$ cat config.mk
export PLATFORM = sky130hd
export DESIGN_NAME = updown_mod_counter
export DESIGN_NICKNAME = d
export VERILOG_FILES = /design/src/rtl/counter_pkg.sv /design/src/rtl/counter_prescaler.sv /design/src/rtl/updown_mod_counter.sv
export SDC_FILE = /design/constraint.sdc
export NUM_CORES = 1
export LEC_CHECK = 0
export ABC_AREA = 1
export BUFFER_PORTS_ARGS = -buffer_cell sky130_fd_sc_hd__buf_2
export CORE_AREA = 2 2 39 41
export DETAILED_ROUTE_END_ITERATION = 16
export DIE_AREA = 0 0 41 43
export HOLD_SLACK_MARGIN = 0.05
export PLACE_DENSITY = 0.74
export SYNTH_ARGS = -nofsm -noshare
export SYNTH_HDL_FRONTEND = slang
export SYNTH_SLANG_ARGS = --single-unit
export TNS_END_PERCENT = 5
$ cat constraint.sdc
create_clock -name clk -period 2.26 [get_ports clk]
set_input_delay 0.226 -clock clk [delete_from_list [all_inputs] [get_ports clk]]
set_output_delay 0.226 -clock clk [all_outputs]
set_load 0.1 [all_outputs]
$ cat src/rtl/counter_pkg.sv
// Shared constants for the up/down modulo counter and its benches.
// Direction and mode encodings, plus the prescaler width helper.
package counter_pkg;

   localparam logic DIR_UP    = 1'b1;
   localparam logic DIR_DN    = 1'b0;
   localparam logic MODE_WRAP = 1'b0;
   localparam logic MODE_SAT  = 1'b1;

   // A counter of at least one bit is kept even when PRESCALE=1, so the port width stays legal.
   function automatic int ps_width(input int prescale);
      return (prescale <= 1) ? 1 : $clog2(prescale);
   endfunction

endpackage

$ cat src/rtl/counter_prescaler.sv
// Enable prescaler: tick fires on every PRESCALE-th enabled cycle.
// Collapses to a plain wire (tick = enab) when PRESCALE=1.
module counter_prescaler #(
   parameter int PRESCALE = 1,
   parameter int PS_WIDTH = 1
) (
   input  logic clk,
   input  logic rst,
   input  logic clr,
   input  logic enab,
   output logic tick
);

   generate
      if (PRESCALE == 1) begin : g_bypass
         logic unused;
         assign unused = ^{clk, rst, clr};
         assign tick   = enab;
      end else begin : g_div
         localparam logic [PS_WIDTH-1:0] PS_LAST = PS_WIDTH'(PRESCALE - 1);

         logic [PS_WIDTH-1:0] ps_cnt_reg;
         logic [PS_WIDTH-1:0] ps_cnt_next;

         assign tick = enab && (ps_cnt_reg == PS_LAST);

         // The count freezes while enab is low, so partial periods survive enable gaps.
         always_comb begin
            ps_cnt_next = ps_cnt_reg;
            if (clr) begin
               ps_cnt_next = '0;
            end else if (enab) begin
               ps_cnt_next = (ps_cnt_reg == PS_LAST) ? '0 : ps_cnt_reg + PS_WIDTH'(1);
            end
         end

         always_ff @(posedge clk or negedge rst) begin
            if (!rst) begin
               ps_cnt_reg <= '0;
            end else begin
               ps_cnt_reg <= ps_cnt_next;
            end
         end
      end
   endgenerate

endmodule

$ cat src/rtl/updown_mod_counter.sv
// Modulo-N up/down counter with load, sync clear, wrap/saturate modes,
// prescaled stepping, a terminal-count pulse and a sticky overflow flag.
module updown_mod_counter
   import counter_pkg::*;
#(
   parameter int WIDTH    = 5,
   parameter int MODULUS  = 2**WIDTH,
   parameter int PRESCALE = 1
) (
   input  logic             clk,
   input  logic             rst,
   input  logic             sclr,
   input  logic             load,
   input  logic             enab,
   input  logic             up_dn,
   input  logic             sat_mode,
   input  logic             ovf_clr,
   input  logic [WIDTH-1:0] cnt_in,
   output logic [WIDTH-1:0] cnt_out,
   output logic             tc,
   output logic             ovf
);

   localparam int PS_WIDTH = ps_width(PRESCALE);

   // One extra bit lets MODULUS = 2**WIDTH be represented in the clamp compare.
   localparam logic [WIDTH:0]   MOD_EXT = (WIDTH + 1)'(MODULUS);
   localparam logic [WIDTH-1:0] CNT_MAX = WIDTH'(MODULUS - 1);

   logic [WIDTH-1:0] cnt_reg, cnt_next;
   logic             tc_reg, tc_next;
   logic             ovf_reg, ovf_next;
   logic             tick;
   logic             at_top, at_bot, at_term;
   logic             term_step;
   logic [WIDTH-1:0] load_val;
   logic [WIDTH-1:0] step_val;

   counter_prescaler #(
      .PRESCALE (PRESCALE),
      .PS_WIDTH (PS_WIDTH)
   ) u_prescaler (
      .clk  (clk),
      .rst  (rst),
      .clr  (sclr | load),
      .enab (enab),
      .tick (tick)
   );

   assign at_top    = (cnt_reg == CNT_MAX);
   assign at_bot    = (cnt_reg == '0);
   assign at_term   = (up_dn == DIR_UP) ? at_top : at_bot;
   assign term_step = tick && !sclr && !load && at_term;
   assign load_val  = ({1'b0, cnt_in} >= MOD_EXT) ? CNT_MAX : cnt_in;

   always_comb begin
      step_val = cnt_reg;
      if (up_dn == DIR_UP) begin
         if (!at_top) begin
            step_val = cnt_reg + WIDTH'(1);
         end else if (sat_mode == MODE_WRAP) begin
            step_val = '0;
         end
      end else begin
         if (!at_bot) begin
            step_val = cnt_reg - WIDTH'(1);
         end else if (sat_mode == MODE_WRAP) begin
            step_val = CNT_MAX;
         end
      end
   end

   always_comb begin
      cnt_next = cnt_reg;
      if (sclr) begin
         cnt_next = '0;
      end else if (load) begin
         cnt_next = load_val;
      end else if (tick) begin
         cnt_next = step_val;
      end
   end

   // A terminal step outranks ovf_clr in the same cycle.
   always_comb begin
      tc_next  = term_step;
      ovf_next = ovf_reg;
      if (term_step) begin
         ovf_next = 1'b1;
      end else if (ovf_clr) begin
         ovf_next = 1'b0;
      end
   end

   always_ff @(posedge clk or negedge rst) begin
      if (!rst) begin
         cnt_reg <= '0;
         tc_reg  <= 1'b0;
         ovf_reg <= 1'b0;
      end else begin
         cnt_reg <= cnt_next;
         tc_reg  <= tc_next;
         ovf_reg <= ovf_next;
      end
   end

   assign cnt_out = cnt_reg;
   assign tc      = tc_reg;
   assign ovf     = ovf_reg;

endmodule

==> metrics.cfg <==
[clock_tree]
clkTransAtPathRegs_ns=0.05
cts_buffer_depth=2
cts_buffers=3
clock_sinks=7
clkLatencyLatePin_ns=0.24
clock-root-buffer=clkbuf_4
cts-resized-gates=0
cts_tree=done
htreeDepth=1

[detailed_routing]
ant_nets=0
drt_iter0_markers=12
drt_wl_total_mm=1.38
firstDrtPassIters=4
drc=0
wl_per_cell_um=10.3
wl_met1_um=583
viasPerCell=5.04
met3_length_um=80
vias=676
highest_layer=met3
wl_met2_um=716

[global_routing]
grt_usage_pct=20.3
grt_max_degree=10
first_global_vias=596
grt_overflow=0
antenna_found_initial=0
grt_pass1_wl_mm=2.39

[synthesis]
synth_edf_count=0
syn_nets=111
ys_seq_area_share_pct=28.5
yosys.area_share.simple_pct=44.2
synthArstFlopShare_pct=100
syn_area_um2=614
synth_cells=95
synth_area_leaders=dfrtp_1 29%, nand2_1 19%, nor2_1 7.9%
avgSynthCellArea_um2=6.47
synth_top_family_by_area=simple AND/OR/NAND/NOR gates
yosysUniqueCellTypes=22
ys_warn_count=0
synth_xor_area_share_pct=1.43
synth-compound-area-share_pct=8.96
synthAdderAreaFrac_pct=6.11
ys.flop_type=dfrtp_1
synth_mux_area_share_pct=0
ys_seq_elements=7
synth_top_area_share_pct=28.5
synth_area_leader_cell=dfrtp_1

[sta]
hold_viol=0
maxSlewViolCount=0
min_period_ns=1.70
max_clock_freq_mhz=590
setup_viol=0
skew_ns=0.000893
fin_crit_sh_pct=75.0
tightest_slew_ns=0.488
timing.setup.tns_ns=0
slew_headroom_pct=67.7
rsz0062_at_grt=no

[placed_design]
io_buffers=19
gp_congestion=0.841
place_area_um2=718
hpwl_mm=1.16
post-place-cells=129

[pwr]
power_density_mw_per_mm2=624
p_leak_nw=0.431
power.total_uw=471
vdd_drop_max_uv=560

[worst_setup_path]
max_stage_delay_ns=0.44
reg2reg_depth=9
r2r_setup_slack_ns=0.56
worst-endpoint-arrival_ns=1.82
worstPathRequired_ns=2.39
start_kind=register
r2r-end=cnt_out[0]
path_class=register to register
startpoint=cnt_out[1]
endpoint_kind=register
path_max_fanout=7
worstPathCellList=ha_1 -> nand2_1 -> nor2_1 -> ha_1 -> nand4_1 -> nand3_4 -> inv_4 -> nand2_1 -> o21ai_2
r2r-start=cnt_out[1]
slowest_stage=dfrtp_1
endpoint=cnt_out[0]

[min_path]
hold_start=ovf_clr
hold_path_class=primary input to register

[cells_and_area]
antennaDiodeCount=0
layout-drive-gt1-share_pct=26.3
layout_commonest_cell=nand2_1
nets=135
area_delta_synth_final_pct=22.8
largest_register_ff_count=5
fin_cells=134
design_area_um2=754
final_util_pct=54.5
final_cell_mix=31 x nand2_1, 19 x buf_2, 13 x nor2_1

[floorplanning]
die-area_mm2=0.00176
core_mm2=0.00138
die_x_um=41
initial_core_util_pct=44.4
ios=20
row_count=14
die_y_um=43

[job]
maxCapViolCount=0

[outcome]
outcome=complete, no violations

Yosys cell counts (2+ instances only):
cell and n:
dfrtp_1 7, inv_1 11, ha_1 3, nand4_1 2, o21ai_0 4, nor2_1 13, nand3_1 7, inv_2 2
a21oi_1 3, nand2_1 31
how the worst min path moves through the flow:
stage / endpoint / slack, ns / cells after the start
floorplan: cnt_out[0] / -0.07 / 0
global placement: tc / 0.06 / 1
detailed placement: tc / 0.06 / 1
CTS: ovf / 0.17 / 2
global route: ovf / 0.17 / 2
finish: ovf / 0.18 / 2
worst max-delay path: cells and delay by family (launching register included):
family                   cells  cell delay [ns]
flip-flops                   1             0.44
adder cells (fa/ha/maj)      2             0.45
buffers and inverters        1             0.05
AO/OA/AOI/OAI                1             0.05
AND/OR/NAND/NOR              5             0.60
logic make-up after synthesis:
kind of cell / after synthesis
and+or+nand+nor: 59
buffers and inverters: 15
AOI/OAI and AO/OA: 10
DFF: 7
adders and majority gates: 3
xor gates and xnor gates: 1
routing by layer:
layer	track usage (%)	vias up
met4	4.00	0
met1	26.2	306
li1	-	345
met5	0	-
met3	7.85	0
met2	31.3	25
power by group:
group	switching, mW	internal, mW
clock network	0.0410	0.0670
registers	0.0188	0.136
logic	0.153	0.0542
total	0.213	0.257
area by class of cell:
| class | count | area (µm²) |
|---|---|---|
| inverters | 14 | 55.1 |
| repair buffers | 20 | 105 |
| clock buffers | 4 | 26.3 |
| flip-flops and latches | 7 | 175 |
| well taps | 16 | 20.0 |
| fillers | 151 | 629 |
| multi-input cells | 73 | 373 |
what timing repair did:
item	CTS	global route
endpoints found under the hold margin	7	0
setup buffers	0	0
endpoints found under the setup margin	0	0
hold buffers	1	0
metrics by stage:
stage | hold WS (ns) | worst slack, ns
2_1_floorplan | -0.0696 | 0.0667
3_3_place_gp | 0.0597 | 0.672
3_5_place_dp | 0.0641 | 0.601
4_1_cts | 0.165 | 0.596
5_1_grt | 0.169 | 0.435
6_report | 0.176 | 0.565
No activity file was read; power rests on OpenSTA's default activity.
